File: src/rtl/pulse_train_sequencer_if.sv
// Control/status bundle of the pulse train sequencer: trigger, timebase, train config and pulse status.
interface pulse_train_sequencer_if #(
   parameter int unsigned TW = 8,
   parameter int unsigned CW = 8
);
   logic          ce;
   logic          start;
   logic          abort;
   logic [TW-1:0] width;
   logic [TW-1:0] gap;
   logic [CW-1:0] count;
   logic          y;
   logic          busy;
   logic          done;
   logic [CW-1:0] pulse_idx;

   modport master (
      output ce, start, abort, width, gap, count,
      input  y, busy, done, pulse_idx
   );

   modport slave (
      input  ce, start, abort, width, gap, count,
      output y, busy, done, pulse_idx
   );
endinterface

File: src/rtl/pulse_train_sequencer.sv
// Generates a burst of count pulses (width ce-ticks high, gap ce-ticks low) on a rising start edge,
// timing both the high and low phases with one shared phase counter.
module pulse_train_sequencer #(
   parameter int unsigned TW = 8,
   parameter int unsigned CW = 8
) (
   input logic                    clk,
   input logic                    rst,
   pulse_train_sequencer_if.slave bus
);

   localparam logic [1:0] S_IDLE  = 2'd0;
   localparam logic [1:0] S_PULSE = 2'd1;
   localparam logic [1:0] S_GAP   = 2'd2;
   localparam logic [1:0] S_DONE  = 2'd3;

   logic [1:0]    state, state_n;
   logic [TW-1:0] phase, phase_n;
   logic [TW-1:0] wid_q, wid_n;
   logic [TW-1:0] gap_q, gap_n;
   logic [CW-1:0] cnt_q, cnt_n;
   logic [CW-1:0] idx_q, idx_n;
   logic          startd;
   logic          y_q, busy_q, done_q;
   logic          start_edge_c;
   logic [TW-1:0] gap_last_c;

   // A zero gap is stretched to one tick so consecutive pulses never merge.
   always_comb begin
      start_edge_c = bus.start & ~startd;
      gap_last_c   = (gap_q == '0) ? '0 : gap_q - TW'(1);
   end

   always_comb begin
      state_n = state;
      phase_n = phase;
      wid_n   = wid_q;
      gap_n   = gap_q;
      cnt_n   = cnt_q;
      idx_n   = idx_q;
      case (state)
         S_IDLE, S_DONE: begin
            if (start_edge_c) begin
               wid_n   = bus.width;
               gap_n   = bus.gap;
               cnt_n   = bus.count;
               phase_n = '0;
               idx_n   = '0;
               state_n = ((bus.width == '0) || (bus.count == '0)) ? S_DONE : S_PULSE;
            end else begin
               state_n = S_IDLE;
            end
         end
         S_PULSE: begin
            if (bus.abort) begin
               state_n = S_IDLE;
            end else if (bus.ce) begin
               if (phase == wid_q - TW'(1)) begin
                  phase_n = '0;
                  state_n = (idx_q == cnt_q - CW'(1)) ? S_DONE : S_GAP;
               end else begin
                  phase_n = phase + TW'(1);
               end
            end
         end
         default: begin
            if (bus.abort) begin
               state_n = S_IDLE;
            end else if (bus.ce) begin
               if (phase == gap_last_c) begin
                  phase_n = '0;
                  idx_n   = idx_q + CW'(1);
                  state_n = S_PULSE;
               end else begin
                  phase_n = phase + TW'(1);
               end
            end
         end
      endcase
   end

   // Outputs are registered from the next state so they line up with the state register.
   always_ff @(posedge clk or posedge rst) begin
      if (rst) begin
         state  <= S_IDLE;
         phase  <= '0;
         wid_q  <= '0;
         gap_q  <= '0;
         cnt_q  <= '0;
         idx_q  <= '0;
         startd <= 1'b0;
         y_q    <= 1'b0;
         busy_q <= 1'b0;
         done_q <= 1'b0;
      end else begin
         state  <= state_n;
         phase  <= phase_n;
         wid_q  <= wid_n;
         gap_q  <= gap_n;
         cnt_q  <= cnt_n;
         idx_q  <= idx_n;
         startd <= bus.start;
         y_q    <= (state_n == S_PULSE);
         busy_q <= (state_n == S_PULSE) || (state_n == S_GAP);
         done_q <= (state_n == S_DONE);
      end
   end

   assign bus.y         = y_q;
   assign bus.busy      = busy_q;
   assign bus.done      = done_q;
   assign bus.pulse_idx = idx_q;

endmodule

File: src/flat_wrapper.sv
// flat-port wrapper written by rule: the top's interface ports become plain ports
module pulse_train_sequencer_flat 
#(
   parameter int unsigned TW = 8,
   parameter int unsigned CW = 8
)
  (clk, rst, bus_ce, bus_start, bus_abort, bus_width, bus_gap, bus_count, bus_y, bus_busy, bus_done, bus_pulse_idx);
  pulse_train_sequencer_if #(.TW(TW), .CW(CW)) bus_i ();
  input logic clk;
  input logic rst;
  input wire logic [$bits(bus_i.ce)-1:0] bus_ce;
  input wire logic [$bits(bus_i.start)-1:0] bus_start;
  input wire logic [$bits(bus_i.abort)-1:0] bus_abort;
  input wire logic [$bits(bus_i.width)-1:0] bus_width;
  input wire logic [$bits(bus_i.gap)-1:0] bus_gap;
  input wire logic [$bits(bus_i.count)-1:0] bus_count;
  output wire logic [$bits(bus_i.y)-1:0] bus_y;
  output wire logic [$bits(bus_i.busy)-1:0] bus_busy;
  output wire logic [$bits(bus_i.done)-1:0] bus_done;
  output wire logic [$bits(bus_i.pulse_idx)-1:0] bus_pulse_idx;
  assign bus_i.ce = bus_ce;
  assign bus_i.start = bus_start;
  assign bus_i.abort = bus_abort;
  assign bus_i.width = bus_width;
  assign bus_i.gap = bus_gap;
  assign bus_i.count = bus_count;
  assign bus_y = bus_i.y;
  assign bus_busy = bus_i.busy;
  assign bus_done = bus_i.done;
  assign bus_pulse_idx = bus_i.pulse_idx;
  pulse_train_sequencer #(.TW(TW), .CW(CW)) u_core (.clk(clk), .rst(rst), .bus(bus_i));
endmodule
File: config.mk
export PLATFORM = sky130hd
export DESIGN_NAME = pulse_train_sequencer_flat
export DESIGN_NICKNAME = d
export VERILOG_FILES = /design/src/rtl/pulse_train_sequencer_if.sv /design/src/rtl/pulse_train_sequencer.sv /design/src/flat_wrapper.sv
export SDC_FILE = /design/constraint.sdc
export NUM_CORES = 1
export LEC_CHECK = 0
export ABC_AREA = 1
export CAP_MARGIN = 40
export CORE_MARGIN = 2
export CORE_UTILIZATION = 30
export DETAILED_ROUTE_END_ITERATION = 16
export GPL_TIMING_DRIVEN = 1
export PLACE_DENSITY = 0.57
export SYNTH_ARGS = -nofsm -noshare
export SYNTH_HDL_FRONTEND = slang
export SYNTH_SLANG_ARGS = --single-unit
File: constraint.sdc
create_clock -name clk -period 2 [get_ports clk]
set_input_delay 0.4 -clock clk [delete_from_list [all_inputs] [get_ports clk]]
set_output_delay 0.4 -clock clk [all_outputs]
set_load 0.01 [all_outputs]
### Word-level counts from Yosys, hierarchy flattened

Cells that the tools add are included.

* flip-flop bits (word level): 46
* bits in latches: 0
* memory bits (writable): 0
* ROM bits: 0
* bits of input ports: 29
* output and inout bits: 11
* logic and storage cells: 65
* memories kept: 0

* $add $sub $neg: 5
* multipliers: 0
* divide/modulo/power cells: 0
* order comparisons: 0
* eq/ne operators: 12
* shift-type cells: 0
* muxes and demuxes: 23
* bitwise logic cells: 3
* reductions and logical operators: 12

Operators by type and width (number)
* 8-bit two-way mux: 11
* 8-bit one-hot mux with 2 select lines: 2
* 8-bit equality test: 3
* 8-bit zero test: 3
* 8-bit by 1-bit subtractor with 8-bit output, second input constant: 3
* 8-bit by 1-bit adder with 8-bit output, second input constant: 2
* 2-bit two-way mux: 8
* 5-bit AND reduction: 2
* 2-bit equality test, second input constant: 3
* 2-bit by 1-bit equality test with 1-bit output, second input constant: 2
* 2-bit by 1-bit != test with 1-bit output, second input constant: 2
* 2-bit != test, second input constant: 2
* 2-bit one-hot mux with 2 select lines: 1
* 2-bit nonzero test: 2
* 2-bit zero test: 1
* 1-bit logical OR: 2
* 1-bit inverter: 2
* 2-bit AND reduction: 1
* 2-bit OR reduction: 1
* 1-bit AND: 1
* 1-bit two-way mux: 1

### Logic depth before layout (Yosys ltp)

* depth in word-level cells: 9
* gate-level depth with buffers: 18
* mapped depth without buffers: 17

### Worst setup path before layout

OpenSTA, ideal clock, no wires.

* path type: register to register
* from: register u_core.gap_q[0]
* to: register u_core.busy_q, in the netlist u_core.bus.busy
* library setup time: 0.063 ns
* arrival time: 2.008 ns
* data required time: 1.937 ns
* path slack: -0.071 ns
* cell stages (with the launch flop): 18
* buffers on the path: 1
* clock period less this slack: 2.071 ns
* cell sequence: dfrtp_1 clkinv_1 ha_1 nand2_2 nor2_4 nand3_4 buf_6 nand3_1 nand2_1 nor2_1 nand2_1 nor2_2 nand3_1 nand2_1 inv_1 a21oi_1 ha_1 inv_1

* cells in the longest elaborated chain, start to end: 9
* elaborated cells on any way between the ends: 11
* classes of those cells: add/sub (1); eq/ne (3); mux (5); reduce/logical (2)

RTL lines
* start, declared: line pulse_train_sequencer.sv:20 `logic [TW-1:0] gap_q, gap_n;`
* start signal, assigned: line pulse_train_sequencer.sv:99 `gap_q <= gap_n;`
* 8-bit by 1-bit subtractor with 8-bit output or 8-bit zero test (tied branches): line pulse_train_sequencer.sv:31 `gap_last_c = (gap_q == '0) ? '0 : gap_q - TW'(1);`
* 8-bit two-way mux (*): line pulse_train_sequencer.sv:31
* 8-bit equality test (*): line pulse_train_sequencer.sv:70 `if (phase == gap_last_c) begin`
* 2-bit two-way mux (*): line pulse_train_sequencer.sv:70
* 2-bit two-way mux (*): line pulse_train_sequencer.sv:69 `end else if (bus.ce) begin`
* 2-bit two-way mux (*): line pulse_train_sequencer.sv:67 `if (bus.abort) begin`
* 2-bit one-hot mux with 2 select lines (*): line pulse_train_sequencer.sv:41 `case (state)`
* 2-bit by 1-bit equality test with 1-bit output or 2-bit equality test (tied branches): line pulse_train_sequencer.sv:104 `busy_q <= (state_n == S_PULSE) || (state_n == S_GAP);`
* 1-bit logical OR (*): line pulse_train_sequencer.sv:104
* end signal, assigned: line pulse_train_sequencer.sv:104
* end, declared: line pulse_train_sequencer.sv:24 `logic y_q, busy_q, done_q;`

Every way passes the cells marked *; elsewhere a longest branch is shown, timed or not.
A chain may end at the register's enable or synchronous reset.

### Worst setup path after layout

* from: register u_core.gap_q[1]
* to: register u_core.busy_q, in the netlist u_core.bus.busy

The elaborated chain is that of the path after synthesis.

==> impl_metrics.csv <==
group,metric,value,unit
finish,final_layout_size_suffix_gt1_share,24.6,%
logic_synthesis,seq_area_frac_synth,36.6,%
power,finalPower,2.99,mW
worst_setup_path,crit_path_end,"u_core.bus.busy$_DFF_PP0_",
floorplanning,coreArea,10200,um2
clock_network,numClockSinks,46,
route,via_per_inst,4.56,
timing,timing.final.crit_period,2.25,ns
worst_setup_path,crit_arrival,2.49,ns
power,p_switching,1.11,mW
worst_hold_path,hp-class,"in2async",
power,p_sw_share,37.2,%
logic_synthesis,synth_area_leaders,"dfrtp_1 (37%), nand2_1 (19%), inv_1 (6.8%), nand3_1 (6.0%), nor2_1 (5.1%)",
route,drtAntennaViolNets,0,
logic_synthesis,syn_inst,459,
grt,grt_pass1_vias,3171,
timing,fmax,0.444,GHz
worst_setup_path,rrSetupSlack,-0.25,ns
power,ir_drop,0.280,mV
clock_network,htreeDepth,2,
timing,finalSetupViolations,19,
placement,place_ws,-0.276,ns
route,drc,0,
logic_synthesis,synth_area,3140,um2
floorplanning,die_w,106,um
logic_synthesis,yosysWarnings,0,
worst_setup_path,worstSetupPathType,"reg2reg",
timing,slew_viol_final,0,
timing,relSlewSlack,73.9,%
floorplanning,die_y,106,um
floorplanning,dieArea,11300,um2
placement,place_area,4200,um2
logic_synthesis,ys_seq_elements,46,
clock_network,clk_pin_slew,0.09,ns
route,wl,8.36,mm
finish,num_antenna_cells,0,
power,p_clk_share,18.7,%
worst_setup_path,startpoint_type,"flop",
logic_synthesis,synth_top_area_share,36.6,%
clock_network,cts-buffers-inserted,5,
logic_synthesis,syn_nets,497,
worst_setup_path,ff2ff_path_depth,15,
worst_setup_path,worstPathRequired,2.24,ns
finish,num-nets-final,607,
grt,groute.usage.overall,15.2,%
floorplanning,io_pins,40,
grt,grt-ovfl-total,0,
floorplanning,rows,37,
flow_run,max_cap_violations,0,
worst_setup_path,startpoint,"u_core.gap_q[1]$_DFFE_PP0P_",
route,vias,3213,
placement,io_buffers,39,
timing,worst_slew_pin_slew,0.388,ns
finish,area_growth,42.2,%
logic_synthesis,synth_cell_types,34,
timing,fin_ws,-0.251,ns
timing,rsz0062_at_grt,"yes",
placement,dp_hpwl,6.29,mm
route,drt-initial-drc-count,110,
worst_setup_path,end_kind,"flop",
logic_synthesis,yosysTopAreaCell,"dfrtp_1",
grt,grt_max_degree,47,
worst_setup_path,r2r_start,"u_core.gap_q[1]$_DFFE_PP0P_",
power,power.internal,1.88,mW
grt,grt_pass1_wl,14.0,mm
finish,nFillCells,1011,
route,drtPass1Iterations,4,
power,p_comb_share,43.3,%
clock_network,clk_latency,0.30,ns
floorplanning,start_util,30.7,%
timing,hold_violations,0,
clock_network,cts.path.max_buffers,2,
worst_setup_path,cp_max_fo,2,
power,pwr-share-seq,38.0,%
clock_network,clockRootBuffer,"clkbuf_8",
logic_synthesis,avgSynthCellArea,6.85,um2
worst_setup_path,reg2reg_to,"u_core.bus.busy$_DFF_PP0_",
finish,fin_area,4470,um2
timing,fin_tns_setup,-2.47,ns
status,violations,"setup timing",
timing,skew,0.00633,ns
status,status,"complete, but fails checks",
clock_network,tritoncts,"built",
grt,antenna_found_initial,0,
clock_network,cts.hold.buffers_added,0,
finish,mostFrequentLayoutCells,"nand2_1 (144), buf_4 (66), inv_1 (47), dfrtp_1 (46), clkdlybuf4s50_1 (39)",
timing,post-route-period-util,113,%
power,p_leak,2.25,nW
power,p_per_area,668,nW/um2
placement,gp_congestion,0.874,
route,wl_per_cell,11.9,um
finish,layout_commonest_cell,"nand2_1",
area by class of cell:
| type | count | area (um2) | share of cell area (%) |
|---|---|---|---|
| Timing Repair Buffer | 109 | 948 | 21.2 |
| Multi-Input combinational cell | 347 | 1900 | 42.5 |
| Tap cell | 136 | 170 | 3.81 |
| Inverter | 60 | 226 | 5.07 |
| Sequential cell | 46 | 1150 | 25.7 |
| Clock buffer | 7 | 76.3 | 1.71 |
through the flow:
stage               utilization [%]  hold slack, ns  instances
finish                         43.7           0.440        705
global placement               41.1           0.489        691
global route                   43.7           0.472        705
CTS                            42.4           0.457        700
floorplan                         -           0.431        459
detailed placement             41.1           0.496        691
power groups by stage:
stage | combinational, mW | clock [mW] | sequential (mW)
3_5_place_dp | 1.16 | 0 | 1.15
6_report | 1.29 | 0.559 | 1.14
3_3_place_gp | 1.14 | 0 | 1.15
5_1_grt | 1.44 | 0.622 | 1.15
4_1_cts | 1.20 | 0.580 | 1.13
2_1_floorplan | 0.700 | 0 | 1.14
worst min-delay path by stage:
stage / to / slack, ns / cells after the start
after CTS: u_core.cnt_q[1]$_DFFE_PP0P_ / 0.46 / 3
after global placement: u_core.cnt_q[7]$_DFFE_PP0P_ / 0.49 / 2
after floorplan: u_core.startd$_DFF_PP0_ / 0.43 / 0
after detailed placement: u_core.wid_q[7]$_DFFE_PP0P_ / 0.50 / 2
final: u_core.phase[4]$_DFFE_PP0P_ / 0.44 / 3
after global routing: u_core.bus.pulse_idx[2]$_DFFE_PP0P_ / 0.47 / 3
registers in the layout, summed over array words and instances, names as in the netlist:
name,flops
u_core.bus.busy,1
u_core.bus.done,1
u_core.bus.pulse_idx,8
u_core.bus.y,1
u_core.cnt_q,8
u_core.gap_q,8
u_core.phase,8
u_core.startd,1
u_core.state,2
u_core.wid_q,8
synthesized netlist by cell type:
| cell | instances |
|---|---|
| nand3_1 | 38 |
| nor2_1 | 43 |
| xnor2_1 | 8 |
| clkbuf_1 | 4 |
| or2_2 | 1 |
| inv_2 | 2 |
| a22oi_1 | 1 |
| nand4_1 | 17 |
| nor3b_1 | 1 |
| nand3_2 | 2 |
| buf_4 | 1 |
| a211oi_1 | 1 |
| nor3_2 | 1 |
| o211ai_1 | 2 |
| nor2_2 | 5 |
| nand3_4 | 2 |
| ha_1 | 9 |
| nand2_2 | 2 |
| a21oi_1 | 3 |
| xor2_1 | 13 |
| nor3_1 | 2 |
| nand2_4 | 1 |
| o22ai_1 | 1 |
| nor2_4 | 1 |
| nand2_1 | 162 |
| clkinv_1 | 1 |
| nor4_1 | 4 |
| inv_1 | 57 |
| o21ai_0 | 24 |
| and3_1 | 1 |
| buf_6 | 1 |
| clkbuf_2 | 1 |
| o21ai_2 | 1 |
| dfrtp_1 | 46 |
cells by family after synthesis:
group           share of synthesized area, %
fa+ha+maj                               3.58
flops                                   36.6
simple gates                            39.8
xor+xnor                                5.85
buf+inv                                 8.40
compound gates                          5.73
routing by layer:
layer / part of all wire, % / wire length, um / GRT usage (%)
met4: 2.2 / 187 / 4.61
met1: 47 / 3900 / 19.1
met3: 2.5 / 212 / 2.70
met2: 49 / 4060 / 26.4
met5: 0 / 0 / 0
worst max-delay path: stages (launching register included):
cell	delay, ns
dfrtp_1	0.40
inv_2	0.08
ha_4	0.14
nand2_4	0.05
buf_4	0.13
o21ai_0	0.26
nand3_1	0.12
nand2_1	0.12
nand3_2	0.10
nor2_4	0.13
nand3_2	0.12
nand2_2	0.10
inv_2	0.04
a21oi_2	0.10
ha_1	0.24
inv_1	0.06
what timing repair did:
| item | 4_1_cts | 5_1_grt |
|---|---|---|
| setup buffers | 1 | 5 |
| pin swaps | 9 | 12 |
| gates cloned | 1 | 0 |
| resized for setup | 14 | 33 |
| setup endpoints to repair | 19 | 21 |
No activity file was read; power rests on OpenSTA's default activity.
